## config.mk

```make
export PLATFORM = sky130hd
export DESIGN_NAME = operand_load_register_flat
export DESIGN_NICKNAME = d
export VERILOG_FILES = /design/src/rtl/operand_load_register_pkg.sv /design/src/rtl/operand_load_register_if.sv /design/src/rtl/operand_load_register_twos_negate.sv /design/src/rtl/operand_load_register.sv /design/src/flat_wrapper.sv
export SDC_FILE = /design/constraint.sdc
export NUM_CORES = 1
export LEC_CHECK = 0
export CAP_MARGIN = 20
export CORE_AREA = 2 2 39 41
export CTS_CLUSTER_SIZE = 24
export DETAILED_ROUTE_END_ITERATION = 7
export DIE_AREA = 0 0 41 43
export DONT_BUFFER_PORTS = 1
export GPL_TIMING_DRIVEN = 0
export PLACE_DENSITY = 0.51
export SYNTH_ARGS = -nofsm -noshare
export SYNTH_HDL_FRONTEND = slang
export SYNTH_HIERARCHICAL = 1
export SYNTH_SLANG_ARGS = --single-unit
```

## constraint.sdc

```tcl
create_clock -name clk -period 2.65 [get_ports clk]
set_clock_uncertainty 0.15 [all_clocks]
set_input_delay 0.53 -clock clk [delete_from_list [all_inputs] [get_ports clk]]
set_output_delay 0.53 -clock clk [all_outputs]
set_load 0.02 [all_outputs]
```

## src/rtl/operand_load_register_pkg.sv

```systemverilog
// -----------------------------------------------------------------------------
// operand_pkg
// Shared definitions for the bus-loaded operand registers of the 8-bit
// datapath (accumulator A and operand B).
//   DATA_WIDTH : default datapath width
//   data_t     : one datapath word
//   ZERO_DATA  : all-zero word, the cleared register value
// -----------------------------------------------------------------------------
package operand_pkg;

    localparam int DATA_WIDTH = 8;

    typedef logic [DATA_WIDTH-1:0] data_t;

    localparam data_t ZERO_DATA = '0;

endpackage : operand_pkg

```

## src/rtl/operand_load_register_if.sv

```systemverilog
// -----------------------------------------------------------------------------
// operand_load_register_if
// Bus-side signal bundle of one operand register.
//   d      : word from the shared W bus
//   load   : level-sampled load enable
//   n      : negate select for the conditioned output
//   q      : raw stored value (comparator / bus driver)
//   q_out  : conditioned value (adder operand)
//   zero   : q_out == 0, gated low during reset   (only with OPERAND_FLAGS_EN)
//   sign   : q_out MSB, gated low during reset    (only with OPERAND_FLAGS_EN)
// Modports: master drives d/load/n, slave (the register) drives the outputs.
// Optional macro: OPERAND_FLAGS_EN adds the zero/sign flags.
// -----------------------------------------------------------------------------
interface operand_load_register_if
    import operand_pkg::*;
#(
    parameter int WIDTH = DATA_WIDTH
);

    logic [WIDTH-1:0] d;
    logic             load;
    logic             n;
    logic [WIDTH-1:0] q;
    logic [WIDTH-1:0] q_out;
`ifdef OPERAND_FLAGS_EN
    logic             zero;
    logic             sign;
`endif

`ifdef OPERAND_FLAGS_EN
    modport master (
        output d, load, n,
        input  q, q_out, zero, sign
    );

    modport slave (
        input  d, load, n,
        output q, q_out, zero, sign
    );
`else
    modport master (
        output d, load, n,
        input  q, q_out
    );

    modport slave (
        input  d, load, n,
        output q, q_out
    );
`endif

endinterface : operand_load_register_if

```

## src/rtl/operand_load_register_twos_negate.sv

```systemverilog
// -----------------------------------------------------------------------------
// twos_negate
// Combinational conditional two's complement.
//   in  : operand
//   en  : 1 = negate, 0 = pass through
//   out : en ? (~in + 1) mod 2^WIDTH : in
// The most negative value maps to itself; no overflow indication is produced.
// -----------------------------------------------------------------------------
module twos_negate #(
    parameter int WIDTH = 8
) (
    input  logic [WIDTH-1:0] in,
    input  logic             en,
    output logic [WIDTH-1:0] out
);

    logic [WIDTH-1:0] neg;

    assign neg = WIDTH'(~in + {{(WIDTH-1){1'b0}}, 1'b1});
    assign out = en ? neg : in;

endmodule : twos_negate

```

## src/rtl/operand_load_register.sv

```systemverilog
// -----------------------------------------------------------------------------
// operand_load_register
// Operand register for the 8-bit datapath. Captures the shared W bus on a
// rising clk when load is high and holds otherwise. q_out presents either the
// stored value or its two's complement (n=1), so the adder can form A-B.
//   clk : system clock, rising edge active
//   clr : asynchronous active-low clear of the stored value
//   bus : operand_load_register_if.slave (d, load, n in; q, q_out out,
//         plus zero/sign when OPERAND_FLAGS_EN is defined)
// Optional macro: OPERAND_FLAGS_EN adds zero/sign flags derived from q_out.
// -----------------------------------------------------------------------------
module operand_load_register
    import operand_pkg::*;
#(
    parameter int WIDTH = DATA_WIDTH
) (
    input  logic                            clk,
    input  logic                            clr,
    operand_load_register_if.slave          bus
);

    logic [WIDTH-1:0] q_r;
    logic [WIDTH-1:0] q_out_c;

    // Storage: enable-gated flop, so d (even X/Z) is ignored unless load=1.
    always_ff @(posedge clk or negedge clr) begin
        if (!clr) begin
            q_r <= '0;
        end else if (bus.load) begin
            q_r <= bus.d;
        end
    end

    assign bus.q = q_r;

    twos_negate #(
        .WIDTH (WIDTH)
    ) u_negate (
        .in  (q_r),
        .en  (bus.n),
        .out (q_out_c)
    );

    assign bus.q_out = q_out_c;

`ifdef OPERAND_FLAGS_EN
    // Flags are forced low while clr is asserted, even though q_out is 0 then.
    assign bus.zero = clr & (q_out_c == '0);
    assign bus.sign = clr & q_out_c[WIDTH-1];
`endif

endmodule : operand_load_register

```

## src/flat_wrapper.sv

```systemverilog
// flat-port wrapper written by rule: the top's interface ports become plain ports
module operand_load_register_flat import operand_pkg::*;
#(
    parameter int WIDTH = DATA_WIDTH
)
  (clk, clr, bus_d, bus_load, bus_n, bus_q, bus_q_out);
  operand_load_register_if #(.WIDTH(WIDTH)) bus_i ();
  input  logic clk;
  input  logic clr;
  input wire logic [$bits(bus_i.d)-1:0] bus_d;
  input wire logic [$bits(bus_i.load)-1:0] bus_load;
  input wire logic [$bits(bus_i.n)-1:0] bus_n;
  output wire logic [$bits(bus_i.q)-1:0] bus_q;
  output wire logic [$bits(bus_i.q_out)-1:0] bus_q_out;
  assign bus_i.d = bus_d;
  assign bus_i.load = bus_load;
  assign bus_i.n = bus_n;
  assign bus_q = bus_i.q;
  assign bus_q_out = bus_i.q_out;
  operand_load_register #(.WIDTH(WIDTH)) u_core (.clk(clk), .clr(clr), .bus(bus_i));
endmodule
```

==> results of run 1 <==
[layer usage]
layer	vias to the layer above	routed length, um	GRT usage [%]
li1	140	-	-
met1	134	313	12.75
met2	17	465	17.19
met3	2	119	5.236
met4	0	10	12.00
met5	-	0	0
[cell usage after synthesis, drive strengths merged]
master  n  share of area (%)
buf     2                3.7
dfrtp   8                 40
ha      1                2.5
inv     2                1.5
mux2    8                 24
nand2   2                1.5
nand2b  2                2.5
o21ai   3                3.0
o31ai   2                6.7
or3     2                4.5
xnor2   6                 10
[where the power goes]
group	total [W]	internal (W)	switching [W]
Sequential	0.000170	0.000134	0.0000359
Clock	0.0000858	0.0000513	0.0000344
Combinational	0.0000926	0.0000419	0.0000507
Total	0.000349	0.000228	0.000121
[layout by cell type (no fill, tap or decap)]
master / count
buf_4: 1
buf_6: 1
clkbuf_4: 3
dfrtp_1: 8
dlygate4sd3_1: 1
ha_1: 1
inv_1: 2
mux2_4: 8
nand2_1: 2
nand2b_1: 2
o21ai_0: 2
o21ai_1: 1
o31ai_2: 1
o31ai_4: 1
or3_4: 2
xnor2_1: 6
[worst max path at each step]
stage	from	endpoint	slack, ns	cells after the start
3_5_place_dp	u_core/bus.q[4]	bus_q_out[7]	0.51	3
3_3_place_gp	u_core/bus.q[4]	bus_q_out[7]	0.52	3
5_1_grt	u_core/bus.q[0]	bus_q_out[4]	0.14	5
2_1_floorplan	u_core/bus.q[4]	bus_q_out[7]	0.58	3
4_1_cts	u_core/bus.q[4]	bus_q_out[7]	0.24	3
6_report	u_core/bus.q[4]	bus_q_out[7]	0.26	3
[metrics by stage]
stage,utilization [%],hold WS [ns],power (W)
after floorplan,-,0.08441,0.0002503
after global placement,37.79,0.08458,0.0002607
after detailed placement,37.79,0.08452,0.0002631
after CTS,40.14,0.2687,0.0003567
after global routing,40.14,0.2575,0.0003699
final,40.14,0.2804,0.0003486
[critical path, cell delays in order (launching register included)]
cell     delay (ns)
dfrtp_1        0.51
or3_4          0.46
o31ai_4        0.23
xnor2_1        0.27
[area by class of cell]
cell class                 count  area, um^2
multi-input combinational     26       276.5
sequential                     8       200.2
clock buffer                   3       22.52
inverter                       2       7.507
fill                         139       828.3
tap                           16       20.02
timing repair buffer           1       10.01
buffer                         2       18.77
[repair_timing]
action / in CTS / in global routing
setup endpoints to repair: 0 / 0
endpoints found under the hold margin: 8 / 0
hold buffers: 1 / 0
[kinds of logic (layout without fill, tap and decap cells)]
kind of cell	after synthesis	after routing
AOI/OAI and AO/OA	5	5
buffers and inverters	4	8
xor gates and xnor gates	6	6
and+or+nand+nor	6	6
muxes	8	8
adders and majority gates	1	1
DFF	8	8
==> summary.txt, run 1 <==
Setup path
  • Crit-path max FO: 5
  • Required @ worst endpoint: 1.97 ns
  • Setup slack, reg-to-reg: 1.55 ns
  • Type of the setup path with the least slack: register to primary output
  • Worst reg2reg endpoint: u_core/bus.q[6]
  • Worst path arrival time: 1.71 ns
  • Launch instance of the worst register-to-register path: u_core/bus.q[6]
  • Type of origin of the critical path: register
  • Endpoint type of the worst setup path: primary output
  • Number of cells on the worst reg-to-reg path: 1

Clock network
  • Setup Fix Bufs, Post-CTS: 0
  • Clock tree from TritonCTS: done
  • PostCTS Resize Cnt: 0
  • Number of buffers created by CTS: 3
  • H-tree levels: 1
  • CTS Buffer Depth: 2
  • Clock transition at the registers of the reported paths: about 0.050 ns
  • Root buffer cell: clkbuf_4
  • Clk sink count: 8
  • Clock latency on the worst-skew pair: around 0.24 ns

Min path
  • Hold crit path type: input port to register
  • Start point of the worst min-delay path: bus_d[7]
  • Endpoint, Worst Hold: u_core/bus.q[7]
  • Worst Hold Depth: 1

Floorplan
  • Vert. Die Dim: around 43 um
  • Core box area: 1384 um^2
  • Std-Cell Rows: 14
  • DIE WIDTH: 41 um
  • Initial core utilization: 36.35%
  • Num ports: 28
  • Die area: 1763 um^2

Route
  • Detailed-route wire length: 907 um
  • DR vias: just under 300
  • Number of nets with antenna violations after routing: 0
  • Detailed router's first-iteration violation count: 1
  • DRC violation count after routing: 0
  • Average routed wire per standard cell: approximately 16 um
  • Via density per instance: 5.052
  • Number of iterations in the first detailed-routing pass: 2

Run
  • Max Cap Violations: 0

STA
  • Share of the clock period used by the worst path after layout: around nine tenths
  • Number of max-slew violations in the final report: 0
  • Setup violators final: 0
  • Worst Tran Pin Value: 0.6550 ns
  • Final Hold Violating Endpoints: 0
  • Worst setup margin: 0.2602 ns
  • Fin crit period: 2.390 ns
  • Maximum frequency from static timing analysis: approximately 420 MHz
  • Worst max-slew margin expressed relative to the limit: 55.87%
  • TNS Setup: 0 ns
  • RSZ-0062 raised after global routing: false

Yosys
  • Xor-xnor portion of the synthesized cell area: 10.45%
  • Mux share of post-synthesis cell area: about a quarter
  • Net count of the mapped netlist: 51
  • Syn Std Cell Area: between 500 and 600 um^2
  • Simple-gate area share of the yosys netlist: ~8.5%
  • Syn Inst Count: 38
  • Synth cell types: 14
  • Share of the yosys chip area belonging to registers: between 30% and 40%
  • Mean instance size in the synthesized netlist: 13.24 um^2
  • #FFs+latches synth: 8
  • Fraction of the mapped netlist area in compound gates: 9.701%
  • Synthesized-area fraction occupied by adder cells: 2.488%
  • Dominant combinational cell family by area after synthesis: multiplexers
  • Synth warnings: 6

Global route
  • Pin count of the biggest net entering global routing: 9
  • Global-route wire length before repair: ~1.4 mm
  • Initial antenna violation count: 0
  • Tot GR Track Use: between 10% and 20%
  • Overflow left after global routing: 0
  • Via count of the first global-routing pass: 294

Final layout
  • Max reg flops: 8
  • Post-layout instance count excluding filler cells: 58
  • Share of final-layout standard cells stronger than drive strength 1: 40.48%
  • Final instance area: 555.5 um^2
  • Final #Nets: 57
  • Post-synthesis to final-layout area growth: 10.45%
  • N_diodes: 0

Status
  • Status: completed

Place
  • Post-placement cell count: between 50 and 60
  • Routability congestion estimate: 0.6674
  • Setup slack at placement: 0.5098 ns
  • Total of buffers placed on input and output ports: 0
  • Placed cell area: 523.0 um^2

Power and ir drop
  • Static leakage power: approximately 0.24 nW
  • IR drop worst, VDD: 276.2 uV
  • Power per cell area: 627.4 nW/um^2
(Power assumes the default switching activity.)
==> run 2, diff against run 1 <==
- CTS_CLUSTER_SIZE: 24 -> default
==> results of run 2 <==
The final DEF is identical to that of run 1; final timing and power are the same.
